File: config.mk
export PLATFORM = sky130hd
export DESIGN_NAME = vga_sync_gen
export DESIGN_NICKNAME = d
export VERILOG_FILES = /design/src/rtl/vga_pkg.sv /design/src/rtl/vga_scan_counter.sv /design/src/rtl/vga_sync_gen.sv
export SDC_FILE = /design/constraint.sdc
export NUM_CORES = 1
export LEC_CHECK = 0
export CAP_MARGIN = 20
export CORE_ASPECT_RATIO = 0.8
export CORE_UTILIZATION = 46
export DETAILED_ROUTE_END_ITERATION = 16
export GPL_TIMING_DRIVEN = 0
export HOLD_SLACK_MARGIN = 0.15
export PLACE_DENSITY = 0.79
export SYNTH_ARGS = -nofsm -noshare
export SYNTH_HDL_FRONTEND = slang
export SYNTH_HIERARCHICAL = 1
export SYNTH_SLANG_ARGS = --single-unit
File: constraint.sdc
create_clock -name clk -period 2.3 [get_ports clk]
set_clock_uncertainty 0.05 [all_clocks]
set_input_delay 0.345 -clock clk [delete_from_list [all_inputs] [get_ports clk]]
set_output_delay 0.345 -clock clk [all_outputs]
set_load 0.02 [all_outputs]
File: src/rtl/vga_pkg.sv
// Shared VGA timing defaults and pixel types, used by the scan generator and
// by the sprite ROMs that consume its coordinates.
package vga_pkg;

    localparam int H_VISIBLE_DEF = 640;
    localparam int H_FP_DEF      = 16;
    localparam int H_SYNC_DEF    = 96;
    localparam int H_BP_DEF      = 48;
    localparam int V_VISIBLE_DEF = 480;
    localparam int V_FP_DEF      = 10;
    localparam int V_SYNC_DEF    = 2;
    localparam int V_BP_DEF      = 33;

    localparam int H_TOTAL = H_VISIBLE_DEF + H_FP_DEF + H_SYNC_DEF + H_BP_DEF;
    localparam int V_TOTAL = V_VISIBLE_DEF + V_FP_DEF + V_SYNC_DEF + V_BP_DEF;

    typedef logic [10:0] coord_t;

    typedef struct packed {
        logic [3:0] r;
        logic [3:0] g;
        logic [3:0] b;
    } rgb_t;

    // Half-open interval test: lo <= v < hi.
    function automatic logic in_span(coord_t v, coord_t lo, coord_t hi);
        return (v >= lo) && (v < hi);
    endfunction

endpackage

File: src/rtl/vga_scan_counter.sv
// Tick-enabled column/row scan counters. The column wraps at H_TOT-1 and
// advances the row, which in turn wraps at V_TOT-1 on the same tick.
module vga_scan_counter
    import vga_pkg::*;
#(
    parameter int H_TOT = H_TOTAL,
    parameter int V_TOT = V_TOTAL
) (
    input  logic   clk,
    input  logic   reset,
    input  logic   tick_i,
    output coord_t column_o,
    output coord_t row_o,
    output logic   frame_wrap_o
);

    localparam coord_t H_LAST = coord_t'(H_TOT - 1);
    localparam coord_t V_LAST = coord_t'(V_TOT - 1);

    coord_t column_q, column_d;
    coord_t row_q, row_d;
    logic   col_last, row_last;

    always_comb begin
        col_last = (column_q == H_LAST);
        row_last = (row_q == V_LAST);
        column_d = column_q;
        row_d    = row_q;
        if (tick_i) begin
            if (col_last) begin
                column_d = '0;
                row_d    = row_last ? '0 : row_q + coord_t'(1);
            end else begin
                column_d = column_q + coord_t'(1);
            end
        end
    end

    always_ff @(posedge clk) begin
        if (reset) begin
            column_q <= '0;
            row_q    <= '0;
        end else begin
            column_q <= column_d;
            row_q    <= row_d;
        end
    end

    assign column_o     = column_q;
    assign row_o        = row_q;
    assign frame_wrap_o = tick_i & col_last & row_last;

endmodule

File: src/rtl/vga_sync_gen.sv
// 640x480@60 VGA timing generator: scan coordinates out, registered RGB444 and
// active-low syncs back. Define VGA_CLK_DIV_EN for an internal divide-by-2 pixel tick.
module vga_sync_gen
    import vga_pkg::*;
#(
    parameter int H_VISIBLE = H_VISIBLE_DEF,
    parameter int H_FP      = H_FP_DEF,
    parameter int H_SYNC    = H_SYNC_DEF,
    parameter int H_BP      = H_BP_DEF,
    parameter int V_VISIBLE = V_VISIBLE_DEF,
    parameter int V_FP      = V_FP_DEF,
    parameter int V_SYNC    = V_SYNC_DEF,
    parameter int V_BP      = V_BP_DEF
) (
    input  logic        clk,
    input  logic        reset,
    input  logic [11:0] pixel_colour,
    output logic [10:0] row,
    output logic [10:0] column,
    output logic        video_on,
    output logic        hsync,
    output logic        vsync,
    output logic [3:0]  red,
    output logic [3:0]  green,
    output logic [3:0]  blue,
    output logic        frame_start
);

    localparam int     H_TOT    = H_VISIBLE + H_FP + H_SYNC + H_BP;
    localparam int     V_TOT    = V_VISIBLE + V_FP + V_SYNC + V_BP;
    localparam coord_t H_VIS_C  = coord_t'(H_VISIBLE);
    localparam coord_t V_VIS_C  = coord_t'(V_VISIBLE);
    localparam coord_t HS_START = coord_t'(H_VISIBLE + H_FP);
    localparam coord_t HS_END   = coord_t'(H_VISIBLE + H_FP + H_SYNC);
    localparam coord_t VS_START = coord_t'(V_VISIBLE + V_FP);
    localparam coord_t VS_END   = coord_t'(V_VISIBLE + V_FP + V_SYNC);

    logic tick;

`ifdef VGA_CLK_DIV_EN
    logic phase_q;

    // Phase starts at 0 after reset, so the first tick lands on the 2nd edge.
    always_ff @(posedge clk) begin
        if (reset) phase_q <= 1'b0;
        else       phase_q <= ~phase_q;
    end

    assign tick = phase_q;
`else
    assign tick = 1'b1;
`endif

    coord_t col_cnt, row_cnt;
    logic   frame_wrap;

    vga_scan_counter #(
        .H_TOT(H_TOT),
        .V_TOT(V_TOT)
    ) u_scan (
        .clk         (clk),
        .reset       (reset),
        .tick_i      (tick),
        .column_o    (col_cnt),
        .row_o       (row_cnt),
        .frame_wrap_o(frame_wrap)
    );

    logic video_on_q, video_on_d;
    logic hsync_q, hsync_d;
    logic vsync_q, vsync_d;
    logic frame_start_q, frame_start_d;
    rgb_t rgb_q, rgb_d;
    logic visible;

    always_comb begin
        visible       = (col_cnt < H_VIS_C) && (row_cnt < V_VIS_C);
        video_on_d    = video_on_q;
        hsync_d       = hsync_q;
        vsync_d       = vsync_q;
        rgb_d         = rgb_q;
        // Cleared on the next clk even when that edge is not a tick.
        frame_start_d = frame_wrap;
        if (tick) begin
            video_on_d = visible;
            hsync_d    = ~in_span(col_cnt, HS_START, HS_END);
            vsync_d    = ~in_span(row_cnt, VS_START, VS_END);
            rgb_d      = visible ? rgb_t'(pixel_colour) : '0;
        end
    end

    always_ff @(posedge clk) begin
        if (reset) begin
            video_on_q    <= 1'b0;
            hsync_q       <= 1'b1;
            vsync_q       <= 1'b1;
            rgb_q         <= '0;
            frame_start_q <= 1'b0;
        end else begin
            video_on_q    <= video_on_d;
            hsync_q       <= hsync_d;
            vsync_q       <= vsync_d;
            rgb_q         <= rgb_d;
            frame_start_q <= frame_start_d;
        end
    end

    assign row         = row_cnt;
    assign column      = col_cnt;
    assign video_on    = video_on_q;
    assign hsync       = hsync_q;
    assign vsync       = vsync_q;
    assign red         = rgb_q.r;
    assign green       = rgb_q.g;
    assign blue        = rgb_q.b;
    assign frame_start = frame_start_q;

endmodule

==> flow_summary.ini <==
[sta]
whs_ps = 422.4
relSlewSlack = 0.6616
setup_viol = 0
finalSetupTns_ps = 0
fmax_mhz = 513.6
finalCritPeriodShare = 0.8465
slew_viol_final = 0
hold_violations = 0
min_period_ps = 1947
tightest_slew_ps = 507.6
rsz0062_at_grt = no

[logic_synthesis]
synth_ff_type = dfxtp_1
async_reset_ff_frac = 0
synthTopCellsByCount = 38 x dfxtp_1, 19 x inv_1, 14 x nor2_1, 10 x a21oi_1, 10 x nand2_1
synth_area_leaders = dfxtp_1 44%, nor4_2 6.6%, inv_1 4.2%, nor2_1 3.1%, a21oi_1 2.9%
synth-compound-area-share = 0.08187
synth_top_family_by_area = simple AND/OR/NAND/NOR gates
synth_fa_ha_area_frac = 0.02193
yosys.area_share.simple = 0.3231
yosysMostFrequentCell = dfxtp_1
yosysTopAreaCellShare = 0.4444
postSynthCellCount = 186
synth_area_um2 = 1712
ys_warn_count = 6
ys_seq_elements = 38
synth_xor_area_frac = 0.05117
muxShareOfSynthArea = 0.005848
synth.distinct_cells = 38
yosysTopAreaCell = dfxtp_1
syn_avg_cell_area_um2 = 9.202
synth-edff-count = 0
seq_area_frac_synth = 0.4444

[power_and_ir_drop]
p_per_area_nw_per_um2 = 555.4
p_clk_frac = 0.398
leakagePower_nw = 0.8645
pwr-share-seq = 0.511
combPwrFrac = 0.091
p_int_mw = 1.043
max-vdd-ir-drop_v = 0.0004143
finalPower_mw = 1.333
p_switching_uw = 290.1
switching_share = 0.2177

[floorplanning]
pin_count = 52
rows = 19
die_y_um = 56.56
initial_core_util = 0.4898
core_um2 = 3495
fp.dieArea_um2 = 3971
die_x_um = 70.20

[drt]
drt_iter0_drc = 74
ant_nets = 0
wl_per_cell_um = 13.42
drc_errors = 0
via_per_inst = 5.344
dr.pass1.iters = 5
drt_wl_total_um = 3905
via_count = 1555

[flow_run]
cap_violations = 0

[setup_path]
r2r-end = u_scan/row_o[8]
max_stage_delay_ps = 400
crit_chain = ha_1, and4_1, buf_4, nand4_2, clkbuf_1, o31ai_1, a21oi_1
end_kind = flip-flop
critPathKind = flip-flop to flip-flop
arrival_ps = 2050
crit_fanout = 10
cp.required_ps = 2410
cp_slowest_cell = dfxtp_1
start_kind = flip-flop
reg2reg_depth = 7
ff2ff_setup_slack_ps = 350
worstReg2RegStart = u_scan/column_o[0]

[placement]
gp_congestion = 0.8338
dp_hpwl_um = 2713
placedCellCount = 283
portBuffers = 51

[clock_tree]
cts_root_buf = clkbuf_8
postCtsSetupRepairBufs = 0
holdBufCountCts = 0
cts_buffers = 5
htreeDepth = 2
clock_sinks = 38
worstSkewPairLatency_ps = 290
clk_pin_slew_ps = 70
cts_tree = built
cts_resized = 0
clk_path_buf_depth = 2

[global_routing]
grt_use_total = 0.1994
grt_pass1_vias = 1279
grt_overflow_total = 0
grt_max_degree = 12
grt_first_pass_wirelength_um = 6175
antenna_found_initial = 0

[layout]
drive_gt1_frac = 0.09639
instances_no_fill = 291
syn2layout_area_growth_pct = 40.20
antenna_cells = 0
nNetsFinal = 265
fill_cells = 282

[run_status]
outcome = completed

[min_path]
min_path_type = flip-flop to flip-flop
hp-start = u_scan/column_o[9]
hold_path_end = hsync
whs_path_depth = 1
==> sequential cells by signal (all words and copies together), names as in the netlist <==
signal           count
video_on             1
green                4
hsync                1
u_scan/row_o        11
vsync                1
blue                 4
red                  4
frame_start          1
u_scan/column_o     11
==> cell usage in the layout (no fill, tap or decap), types with 2 or more instances in the layout <==
master,instances
o21ai_0,2
nor4_1,4
nand3_1,8
nor3_1,4
and3_1,3
o32ai_1,5
o31ai_1,3
xnor2_1,5
buf_2,2
xor2_1,5
nor4_2,9
dfxtp_1,38
and2_1,3
or3_1,6
nand4_1,6
nand2_1,10
clkbuf_1,5
a21oi_1,10
ha_1,3
conb_1,5
clkdlybuf4s50_1,51
or4_1,2
and4_1,4
nor4bb_1,2
nor2_1,14
clkbuf_8,8
inv_1,19
==> power groups by stage <==
stage               clock [mW]  combinational [mW]  sequential (mW)
detailed placement           0               0.122            0.696
CTS                      0.544               0.122            0.681
floorplan                    0              0.0402            0.716
global route             0.574               0.130            0.683
finish                   0.530               0.122            0.681
global placement             0               0.120            0.696
==> cells by family after synthesis <==
family          Yosys count
simple gates             83
flops                    38
buf+inv                  28
compound gates           22
xor+xnor                 10
fa+ha+maj                 3
other cells               1
mux                       1
==> per-layer routing <==
layer | vias to the layer above | GRT usage | part of all wire
li1 | 784 | - | -
met1 | 714 | 0.2765 | 0.48
met2 | 55 | 0.2940 | 0.45
met3 | 2 | 0.05206 | 0.065
met4 | 0 | 0.08286 | 0.0056
met5 | - | 0 | 0
==> stage by stage <==
step | instance area (um^2) | util | worst slack (ps)
2_1_floorplan | 1727 | - | 426.3
3_3_place_gp | 2290 | 0.6552 | 258.4
3_5_place_dp | 2290 | 0.6552 | 211.3
4_1_cts | 2400 | 0.6867 | 360.4
5_1_grt | 2400 | 0.6867 | 215.5
6_report | 2400 | 0.6867 | 353.1
==> critical path: cells and delay by family (launching register included) <==
family | cells | cell delay, ps
DFF | 1 | 400
AOI/OAI and AO/OA | 2 | 400
and+or+nand+nor | 2 | 360
buffers and inverters | 2 | 430
adders and majority gates | 1 | 190
==> worst max path at each step <==
stage / end / from / slack, ps
finish: u_scan/row_o[8] / u_scan/column_o[0] / 350
CTS: u_scan/row_o[8] / u_scan/column_o[0] / 360
global route: u_scan/row_o[8] / u_scan/column_o[1] / 220
floorplan: u_scan/row_o[6] / u_scan/column_o[0] / 430
global placement: u_scan/row_o[9] / reset / 260
detailed placement: u_scan/row_o[9] / reset / 210
==> cell type report <==
cell class,instances,area (um^2),share of cell area
multi-input cells,124,847.1,0.3530
repair buffers,51,510.5,0.2127
flip-flops and latches,38,760.7,0.3170
plain buffers,9,47.55,0.01981
well taps,42,52.55,0.02190
inverters,19,71.32,0.02972
clock buffers,8,110.1,0.04588
No activity file was read; power rests on OpenSTA's default activity.
